`src/rtl/inst_fetch_unit_if.sv`:
```
// Fetch-stage bus: I-cache address/data, decode stall, EX redirect and the IF/ID outputs.
interface inst_fetch_unit_if;
    logic [29:0] icache_addr;
    logic [31:0] icache_rdata;
    logic        icache_stall;
    logic        id_stall;
    logic        redirect_valid;
    logic [31:0] redirect_pc;
    logic        if_valid;
    logic [31:0] if_pc;
    logic [31:0] if_instr;

    modport master (
        output icache_addr,
        input  icache_rdata,
        input  icache_stall,
        input  id_stall,
        input  redirect_valid,
        input  redirect_pc,
        output if_valid,
        output if_pc,
        output if_instr
    );

    modport slave (
        input  icache_addr,
        output icache_rdata,
        output icache_stall,
        output id_stall,
        output redirect_valid,
        output redirect_pc,
        input  if_valid,
        input  if_pc,
        input  if_instr
    );
endinterface

```
`src/rtl/inst_fetch_unit.sv`:
```
// Instruction-fetch stage: owns the PC, drives the I-cache and fills the IF/ID register.
// Tracks cache misses and redirects that arrive while a refill is in flight.
module inst_fetch_unit #(
    parameter logic [31:0] RESET_PC  = 32'h0000_0000,
    parameter logic [31:0] NOP_INSTR = 32'h0000_0013
) (
    input  logic              clk,
    input  logic              proc_reset,
    inst_fetch_unit_if.master bus
);

    typedef enum logic [1:0] {
        FETCH      = 2'd0,
        MISS       = 2'd1,
        MISS_REDIR = 2'd2
    } state_t;

    state_t      state;
    state_t      state_nxt;
    logic [31:0] pend_pc;
    logic [31:0] pend_nxt;
    logic [31:0] pc_r;
    logic [31:0] pc_nxt;
    logic [31:0] redir_tgt;
    logic        ifid_load;
    logic        ifid_bubble;
    logic        valid_q;
    logic [31:0] ipc_q;
    logic [31:0] instr_q;

    assign redir_tgt = bus.redirect_pc & ~32'd3;

    always_ff @(posedge clk) begin
        if (proc_reset) begin
            state   <= FETCH;
            pend_pc <= '0;
        end else begin
            state   <= state_nxt;
            pend_pc <= pend_nxt;
        end
    end

    // Latest redirect seen during a refill wins.
    always_comb begin
        state_nxt = state;
        pend_nxt  = pend_pc;
        if (bus.icache_stall) begin
            if (bus.redirect_valid) begin
                state_nxt = MISS_REDIR;
                pend_nxt  = redir_tgt;
            end else if (state == FETCH) begin
                state_nxt = MISS;
            end
        end else begin
            state_nxt = FETCH;
        end
    end

    always_comb begin
        pc_nxt      = pc_r;
        ifid_load   = 1'b0;
        ifid_bubble = 1'b0;
        if (bus.icache_stall) begin
            ifid_bubble = bus.redirect_valid || !bus.id_stall;
        end else if (bus.redirect_valid) begin
            pc_nxt      = redir_tgt;
            ifid_bubble = 1'b1;
        end else if (state == MISS_REDIR) begin
            pc_nxt      = pend_pc;
            ifid_bubble = 1'b1;
        end else if (!bus.id_stall) begin
            pc_nxt    = pc_r + 32'd4;
            ifid_load = 1'b1;
        end
    end

    always_ff @(posedge clk) begin
        if (proc_reset) begin
            pc_r    <= RESET_PC;
            valid_q <= 1'b0;
            ipc_q   <= '0;
            instr_q <= NOP_INSTR;
        end else begin
            pc_r <= pc_nxt;
            if (ifid_bubble) begin
                valid_q <= 1'b0;
                ipc_q   <= '0;
                instr_q <= NOP_INSTR;
            end else if (ifid_load) begin
                valid_q <= 1'b1;
                ipc_q   <= pc_r;
                instr_q <= bus.icache_rdata;
            end
        end
    end

    assign bus.icache_addr = pc_r[31:2];
    assign bus.if_valid    = valid_q;
    assign bus.if_pc       = ipc_q;
    assign bus.if_instr    = instr_q;

endmodule

```
`src/flat_wrapper.sv`:
```
// flat-port wrapper written by rule: the top's interface ports become plain ports
module inst_fetch_unit_flat 
#(
    parameter logic [31:0] RESET_PC  = 32'h0000_0000,
    parameter logic [31:0] NOP_INSTR = 32'h0000_0013
)
  (clk, proc_reset, bus_icache_addr, bus_icache_rdata, bus_icache_stall, bus_id_stall, bus_redirect_valid, bus_redirect_pc, bus_if_valid, bus_if_pc, bus_if_instr);
  inst_fetch_unit_if bus_i ();
  input  logic clk;
  input  logic proc_reset;
  output wire logic [$bits(bus_i.icache_addr)-1:0] bus_icache_addr;
  input wire logic [$bits(bus_i.icache_rdata)-1:0] bus_icache_rdata;
  input wire logic [$bits(bus_i.icache_stall)-1:0] bus_icache_stall;
  input wire logic [$bits(bus_i.id_stall)-1:0] bus_id_stall;
  input wire logic [$bits(bus_i.redirect_valid)-1:0] bus_redirect_valid;
  input wire logic [$bits(bus_i.redirect_pc)-1:0] bus_redirect_pc;
  output wire logic [$bits(bus_i.if_valid)-1:0] bus_if_valid;
  output wire logic [$bits(bus_i.if_pc)-1:0] bus_if_pc;
  output wire logic [$bits(bus_i.if_instr)-1:0] bus_if_instr;
  assign bus_icache_addr = bus_i.icache_addr;
  assign bus_i.icache_rdata = bus_icache_rdata;
  assign bus_i.icache_stall = bus_icache_stall;
  assign bus_i.id_stall = bus_id_stall;
  assign bus_i.redirect_valid = bus_redirect_valid;
  assign bus_i.redirect_pc = bus_redirect_pc;
  assign bus_if_valid = bus_i.if_valid;
  assign bus_if_pc = bus_i.if_pc;
  assign bus_if_instr = bus_i.if_instr;
  inst_fetch_unit #(.RESET_PC(RESET_PC), .NOP_INSTR(NOP_INSTR)) u_core (.clk(clk), .proc_reset(proc_reset), .bus(bus_i));
endmodule
```
`config.mk`:
```
export PLATFORM = sky130hd
export DESIGN_NAME = inst_fetch_unit_flat
export DESIGN_NICKNAME = d
export VERILOG_FILES = /design/src/rtl/inst_fetch_unit_if.sv /design/src/rtl/inst_fetch_unit.sv /design/src/flat_wrapper.sv
export SDC_FILE = /design/constraint.sdc
export NUM_CORES = 1
export LEC_CHECK = 0
export CORE_MARGIN = 4
export CORE_UTILIZATION = 48
export DETAILED_ROUTE_END_ITERATION = 6
export PLACE_DENSITY = 0.81
export SYNTH_ARGS = -nofsm -noshare
export SYNTH_HDL_FRONTEND = slang
export SYNTH_SLANG_ARGS = --single-unit
```
`constraint.sdc`:
```
create_clock -name clk -period 2.7 [get_ports clk]
set_input_delay 0.54 -clock clk [delete_from_list [all_inputs] [get_ports clk]]
set_output_delay 0.54 -clock clk [all_outputs]
set_load 0.02 [all_outputs]
```
==> results of run 1 <==
-- placed cells by master (no fill, tap or decap), types with 5 or more instances in the layout --
master and instances:
sky130_fd_sc_hd__nand2_1 223, sky130_fd_sc_hd__clkdlybuf4s50_1 159, sky130_fd_sc_hd__dfxtp_1 125, sky130_fd_sc_hd__a21oi_1 119
sky130_fd_sc_hd__buf_4 36, sky130_fd_sc_hd__o21ai_0 32, sky130_fd_sc_hd__nor2_1 27, sky130_fd_sc_hd__nand3_1 24
sky130_fd_sc_hd__clkbuf_16 17, sky130_fd_sc_hd__o211ai_1 13, sky130_fd_sc_hd__nor3_1 10, sky130_fd_sc_hd__nor4_1 8
sky130_fd_sc_hd__nand4_1 7, sky130_fd_sc_hd__and3_1 7, sky130_fd_sc_hd__a211oi_1 7, sky130_fd_sc_hd__inv_1 5
sky130_fd_sc_hd__a31oi_1 5
-- area by class of cell --
class                      count  area share [%]
inverter                       5           0.233
sequential                   125            31.1
timing repair buffer         196            23.4
clock inverter                14            2.38
clock buffer                  18            5.46
tap                          143            2.22
multi-input combinational    559            35.2
-- power groups by stage --
stage	Combinational [mW]	Clock, mW	Sequential (mW)
2_1_floorplan	0.264	0	2.06
3_5_place_dp	0.627	0	2.02
4_1_cts	0.634	2.45	1.98
3_3_place_gp	0.614	0	2.02
5_1_grt	0.687	2.53	1.99
6_report	0.640	2.43	1.99
-- routing by layer --
layer	vias to the layer above	wire [microns]	track usage, %	part of all wire, %
met5	-	0	0	0
met4	0	493	11.6	2.7
met3	53	1760	6.11	9.6
met2	355	8710	44.5	48
met1	2828	7350	33.3	40
li1	2909	-	-	-
-- worst register-to-register path, stage by stage, from the launching register on --
cell,delay [ns]
sky130_fd_sc_hd__dfxtp_1,0.46
sky130_fd_sc_hd__and3_1,0.32
sky130_fd_sc_hd__nand3_1,0.18
sky130_fd_sc_hd__or4_1,0.55
sky130_fd_sc_hd__or4_1,0.41
sky130_fd_sc_hd__a31oi_1,0.17
-- per-stage QoR --
| step | instance area, sq um | worst slack, ns |
|---|---|---|
| global route | 8050 | 0.384 |
| finish | 8050 | 0.456 |
| CTS | 8050 | 0.464 |
| global placement | 7420 | 0.185 |
| floorplan | 5580 | 0.501 |
| detailed placement | 7420 | 0.162 |
-- worst max path at each step --
stage                     slack, ns  cells after the start                from             endpoint
after CTS                      0.46                      1     u_core.pc_r[14]  bus_icache_addr[12]
after detailed placement       0.16                      4  bus_redirect_valid      u_core.pc_r[30]
after global routing           0.38                      5     u_core.pc_r[16]      u_core.pc_r[30]
after global placement         0.19                      4  bus_redirect_valid      u_core.pc_r[29]
after floorplan                0.50                      6      u_core.pc_r[2]      u_core.pc_r[30]
final                          0.46                      1     u_core.pc_r[14]  bus_icache_addr[12]
-- registers in the layout (all words and copies together), names as in the netlist --
signal               count
u_core.pc_r             30
u_core.bus.if_valid      1
u_core.bus.if_instr     32
u_core.pend_pc          30
u_core.state             2
u_core.bus.if_pc        30
-- kinds of logic after synthesis --
group,share of synthesized area (%)
and+or+nand+nor,26.7
buffers and inverters,4.71
other,0.0672
AOI/OAI and AO/OA,21.7
adders and majority gates,0.224
xor gates and xnor gates,0.785
DFF,44.9
muxes,0.920
==> results by stage, run 1 <==
Run status:
- The flow ran to the end, and the final reports show no timing, DRC or antenna violations.

Detailed routing:
- The iteration-0 DRC count of the detailed router is 587.
- The routed layout has 6145 vias.
- The pre-antenna-repair detailed-routing pass consisted of 5 iterations.
- The remaining number of nets flagged by the antenna check after routing is 0.
- After detailed routing, the number of vias per cell comes to 5.80.
- The remaining design rule violation count is 0.
- The final routed wirelength across all metal layers is 18300 microns.
- The average wire length per cell after detail routing is 17.3 microns.

Hold path:
- The kind of path behind the tightest hold check is register to register.
- The hold path depth is 2.
- The startpoint of the worst hold path is u_core.bus.if_pc[15].
- The endpoint with the worst hold slack is u_core.bus.if_pc[15].

Worst setup path:
- For flop-to-flop paths, the worst setup slack is 0.53 ns.
- Walking the worst path, the cells encountered are clkdlybuf4s50_1.
- The critical path is of the register to output pin type.
- The largest incremental delay on the critical path is 0.73 ns.
- In this run the worst path has a maximum fanout of 9.
- STA classifies the critical path endpoint as an output pin.
- Counting cells, the worst reg-to-reg path comes to 5.
- Broken down by cell family, the worst path's largest delay share belongs to buffers and inverters.
- Data on the critical path is required at its endpoint by 2.16 ns.
- The endpoint of the lowest-slack register-to-register path is u_core.pc_r[30].
- The slowest stage of the critical path is the sky130_fd_sc_hd__clkdlybuf4s50_1 cell.
- Data on the critical path arrives at its endpoint at 1.70 ns.
- The kind of launch point of the worst setup path is a register.
- The count of buffering cells on the critical path with inverters included is 1.
- The startpoint of the most critical register-to-register path is u_core.pc_r[16].

Clock network:
- In this run the clock root is driven by a sky130_fd_sc_hd__clkbuf_16.
- Counting the buffers created by CTS gives 17.
- The number of buffers inserted to repair setup after CTS is 0.
- The clock-pin transition on the worst setup and hold timing paths is 0.06 ns.
- Post-CTS repair changed the size of 0 cells.
- In this run the deepest clock path goes through 2 buffers.
- The clock drives 125 sinks.
- The cts-stage hold buffer count is 0.
- TritonCTS built the clock tree.
- The count of H-tree levels built during CTS is 4.
- For the worst-skew pair, the clock arrives at the later sink with an insertion delay of 0.41 ns.

Floorplan:
- The region available for standard cell placement spans 0.0114 sq mm.
- The die covers 0.0134 sq mm.
- The count of pins on the block boundary is 164.
- The width of the die is 116 microns.
- In this run the core area contains 39 standard-cell rows.
- The vertical die dimension is 116 microns.
- The initial utilization of the core area, before any placement, comes to 48.8%.

Logic synthesis:
- The cell with the most instances after synthesis is sky130_fd_sc_hd__nand2_1.
- Counting flops with an async set or reset pin after synthesis yields a share of 0%.
- Synthesis produced a netlist whose cell count is 750.
- The area share of the leading cell type in the synthesized netlist is 44.9%.
- In this run, synthesis inferred 0 flip-flops with an integrated enable.
- The post-synthesis sequential element count is 125.
- The leading area contributor after synthesis is sky130_fd_sc_hd__dfxtp_1.
- In the synthesized netlist, the cells that appear most often are sky130_fd_sc_hd__nand2_1 (223), sky130_fd_sc_hd__dfxtp_1 (125), sky130_fd_sc_hd__a21oi_1 (119).
- The sequential-to-total area share from yosys stat is 44.9%.
- Yosys printed 0 warnings.
- By area the synthesized netlist is led by sky130_fd_sc_hd__dfxtp_1 (45%), sky130_fd_sc_hd__nand2_1 (15%), sky130_fd_sc_hd__a21oi_1 (11%).
- The distinct cell type count after synthesis is 59.
- The average cell area after synthesis is 7.44 sq um.
- The most instantiated flip-flop cell in the synthesis netlist is sky130_fd_sc_hd__dfxtp_1.
- The synthesized netlist occupies a cell area of 0.00558 sq mm.

Timing:
- At the pin with the least slew margin, the transition time is 0.623 ns.
- The final critical-path required period is 2.24 ns.
- The worst max-slew margin expressed relative to the limit is 58.4%.
- The final hold slack is 0.451 ns.
- Adding up every negative setup slack in the final design gives 0 ns.
- The count of endpoints failing hold in the final timing report is 0.
- For the final database, setup skew stands at 0.00479 ns.
- Setup violations remaining at the end of the flow were counted as 0.
- The count of final max-slew check failures is 0.
- The top achievable clock speed is 446 MHz.
- Setup repair after global routing left no endpoint under its margin.
- Dividing the final minimum period by the clock period gives 83.1%.

Final layout:
- The total number of nets in the final design is 974.
- The post-route netlist has 9.16% of its cells at a drive strength greater than 1.
- The number of antenna cells inserted is 0.
- The share of the core filled with cells is 70.5%.
- The footprint of the flip-flops and latches is 0.00250 sq mm.
- The area growth from synthesis to layout is 44.3%.
- For this run, the number of standard cells in the final layout without fillers is 1060.
- Summing all multi-input logic gate instances after layout gives 0.00284 sq mm.
- Counting the fill cells in the layout gives 924.

Global route:
- The largest net degree at the start of global routing is 64.
- The global router's overall resource usage is 26.8%.
- The number of antenna violations at the first check in global routing is 0.
- The global-route congestion overflow total is 0.
- The via count of the first global-routing pass is 5770.
- The global-route wire length before repair is 28400 microns.

Pwr:
- Of the total power, the clock network draws 48.0%.
- The design draws 5.05 mW.
- The internal power of the cells totals 3.77 mW.
- The total net switching power is 1.28 mW.
- The power per standard cell area is 628 mW/mm^2.
- Net switching is 25.4% of the power.
- The worst IR drop on VDD is 359 uV.
- The share of total power dissipated in sequential elements is 39.3%.
- The standby leakage power is 2.74 nW.
- Combinational logic burns 12.7% of the power.

Placed design:
- The HPWL reported at the end of detailed placement is 12700 microns.
- Input and output buffers added on the ports amount to 159.
- The congestion estimate from routability-driven global placement came to 0.868.
- The number of placed instances with taps included is 1028.

Flow run:
- Max-cap violations in this run came to 0.
Note: power is estimated with default switching activity, not from simulation.
==> run 2, diff against run 1 <==
==> constraint.sdc (replaced) <==
create_clock -name clk -period 2.3 [get_ports clk]
set_input_delay 0.46 -clock clk [delete_from_list [all_inputs] [get_ports clk]]
set_output_delay 0.46 -clock clk [all_outputs]
set_load 0.02 [all_outputs]
==> run 2 against run 1 <==
- routed wire length is 3.3% lower
- final cell count grew 1.0%
- combinational power increased by 20%
- sequential share of layout area shrank 0.072 points
- via count fell by 1.7%
- clock power is essentially flat
- global-route usage fell by 0.40 points
- hold slack is essentially flat
- core utilization up 0.16 points
==> results by stage, run 2 (same netlist as run 1, synthesis figures left out) <==
Timing:
- The final critical-path share of the clock period is 92.8%.
- Setup repair after global routing left no endpoint under its margin.
- The final critical-path required period is 2.13 ns.
- The worst max-slew margin expressed relative to the limit was 57.8% (-0.62 points).
- The top achievable clock speed is 469 MHz.
- The slew at the pin closest to its max-slew limit is 0.633 ns (+0.00927 ns).
- The count of endpoints failing hold in the final timing report is 0 (unchanged).
- The post-route worst setup slack is 0.166 ns (-0.291 ns).
- The number of setup violations in the final report was 0 (unchanged).
- The final-layout setup total negative slack came to 0 ns (unchanged).
- The count of final max-slew check failures is 0 (unchanged).
- The clock skew is 0.0132 ns (+0.00846 ns).
- The final hold slack is 0.451 ns (-0.000409 ns).

Worst setup path:
- The count of buffering cells on the critical path with inverters included is 1 (unchanged).
- The master of the slowest instance on the critical path is sky130_fd_sc_hd__clkdlybuf4s50_1.
- The number of cells on the worst reg-to-reg path was 6 (+1).
- The largest incremental delay on the critical path is 0.73 ns (about the same).
- The type of the setup path with the least slack is register to output pin.
- The maximum fanout along the worst path is 9 (unchanged).
- The endpoint of the lowest-slack register-to-register path is u_core.pc_r[29].
- The required time of the worst setup path is 1.84 ns (-0.32 ns).
- The worst setup path is captured at an output pin.
- Walking the worst path, the cells encountered are clkdlybuf4s50_1.
- The register-to-register setup slack came to 0.25 ns (-0.28 ns).
- The endpoint arrival time on the critical path is 1.67 ns (-0.03 ns).
- The cell class contributing the biggest share of worst-path delay is buffers and inverters.
- The startpoint of the most critical register-to-register path is u_core.pc_r[2].
- The worst setup path is launched from a register.

Clock network:
- The number of buffers inserted to repair setup after CTS is 0 (unchanged).
- The cts-stage hold buffer count was 0 (unchanged).
- The clock-pin transition on the worst setup and hold timing paths is 0.06 ns (about the same).
- The buffer levels on the longest clock path is 2 (unchanged).
- The TritonCTS buffer count is 17 (unchanged).
- Clock tree synthesis selected as its root buffer the cell sky130_fd_sc_hd__clkbuf_16.
- The number of gates given a new drive strength after cts is 0 (unchanged).
- The clock tree from TritonCTS is built.
- The clock latency of the later-clocked register in the worst-skew pair is 0.42 ns (about the same).
- The TritonCTS sink count is 125 (unchanged).
- The count of H-tree levels built during CTS is 4 (unchanged).

Pwr:
- The post-layout total power was 5.54 mW (+9.6%).
- The power per standard cell area is 686 mW/mm^2 (+9.3%).
- The standby leakage power came to 2.77 nW (+0.87%).
- The worst IR drop on VDD came to 511 uV (+42%).

Floorplan:
- The width of the die is 116 microns (unchanged).
- The initial cell density of the core came to 48.8% (unchanged).
- The area of the core region is 0.0114 sq mm (unchanged).
- The area of the die is 0.0134 sq mm (unchanged).
- The number of rows in the core area was 39 (unchanged).
- The count of pins on the block boundary is 164 (unchanged).
- The vertical die dimension was 116 microns (unchanged).

Global route:
- The global-route wire length before repair came to 28300 microns (-0.49%).
- The via count of the first global-routing pass came to 5791 (+0.36%).
- The number of antenna violations at the first check in global routing is 0 (unchanged).
- The global-route congestion overflow total was 0 (unchanged).
- The global router's overall resource usage is 26.4% (-0.40 points).
- The largest net degree at the start of global routing is 64 (unchanged).

Detailed routing:
- The final routed wirelength across all metal layers is 17700 microns (-3.3%).
- The via density per instance came to 5.64 (-2.8%).
- The remaining design rule violation count is 0 (unchanged).
- The count of vias placed by the detailed router is 6038 (-1.7%).
- The iteration-0 DRC count of the detailed router is 637 (+8.5%).
- The detailed-routing iteration count for the pre-antenna-repair pass is 5 (unchanged).
- The remaining number of nets flagged by the antenna check after routing is 0 (unchanged).
- The average wire length per cell after detail routing is 16.5 microns (-4.3%).

Placed design:
- The weighted congestion reported at the end of routability-driven placement is 0.918 (+5.8%).
- The pre-CTS setup slack was -0.160 ns (-0.322 ns).
- The quantity of I/O buffers inserted on ports is 159 (unchanged).
- The HPWL reported at the end of detailed placement was 12500 microns (-0.88%).

Final layout:
- The number of fill cells in the layout was 926 (+0.22%).
- The top cell types in the final layout, fill and taps aside, are sky130_fd_sc_hd__nand2_1 (223), sky130_fd_sc_hd__clkdlybuf4s50_1 (159), sky130_fd_sc_hd__dfxtp_1 (125).
- The number of flip-flops under the largest register name is 32 (unchanged).
- The share of final-layout standard cells stronger than drive strength 1 is 10.2% (+1.1 points).
- The area growth from synthesis to layout is 44.6%.
- The number of antenna cells inserted was 0 (unchanged).
- The footprint of the flip-flops and latches was 0.00250 sq mm (unchanged).
- The most frequent standard cell in the layout excluding fill and tap cells is sky130_fd_sc_hd__nand2_1.
- The multi-input logic area is 0.00284 sq mm (unchanged).
- The total number of nets in the final design was 985 (+1.1%).

Hold path:
- For hold timing, the worst endpoint is u_core.bus.if_instr[24].
- The hold path depth is 2 (unchanged).
- The kind of path behind the tightest hold check is register to register.
- The startpoint of the worst hold path is u_core.bus.if_instr[24].

Flow run:
- The number of maximum-capacitance constraint violations is 0 (unchanged).

Run status:
- The run finished with clean final reports.
[run 2: area by class of cell]
class	instances	share of cell area [%]
clock inverter	12	1.09
multi-input combinational	559	35.2
sequential	125	31.0
inverter	5	0.233
clock buffer	20	5.78
timing repair buffer	207	24.5
tap	143	2.22
[run 2: metal layers]
metal | global-route usage, % | vias to the layer above | wire length [microns]
li1 | - | 2932 | -
met1 | 33.5 | 2769 | 7340
met2 | 43.4 | 299 | 8420
met3 | 6.16 | 38 | 1610
met4 | 10.7 | 0 | 334
met5 | 0 | - | 0
[run 2: power breakdown]
part           switching (mW)  leakage [nW]  total [mW]  internal [mW]
registers              0.0824          1.02        2.33           2.24
clock network           0.981         0.261        2.45           1.46
logic                   0.415          1.49       0.766          0.351
[run 2: worst max-delay path by stage]
stage | startpoint | endpoint | slack, ns | depth (start not counted)
2_1_floorplan | u_core.pc_r[2] | u_core.pc_r[30] | 0.10 | 6
3_3_place_gp | bus_redirect_valid | u_core.pc_r[30] | -0.09 | 4
3_5_place_dp | bus_redirect_valid | u_core.pc_r[29] | -0.16 | 4
4_1_cts | u_core.pc_r[14] | bus_icache_addr[12] | 0.17 | 1
5_1_grt | u_core.pc_r[14] | bus_icache_addr[12] | 0.13 | 1
6_report | u_core.pc_r[14] | bus_icache_addr[12] | 0.17 | 1
[run 2: stage by stage]
step / util [%] / cells / cell area (sq um)
after floorplan: - / 751 / 5580
after global placement: 65.8 / 1039 / 7510
after detailed placement: 65.8 / 1039 / 7510
after CTS: 70.7 / 1071 / 8070
after global routing: 70.7 / 1071 / 8070
final: 70.7 / 1071 / 8070
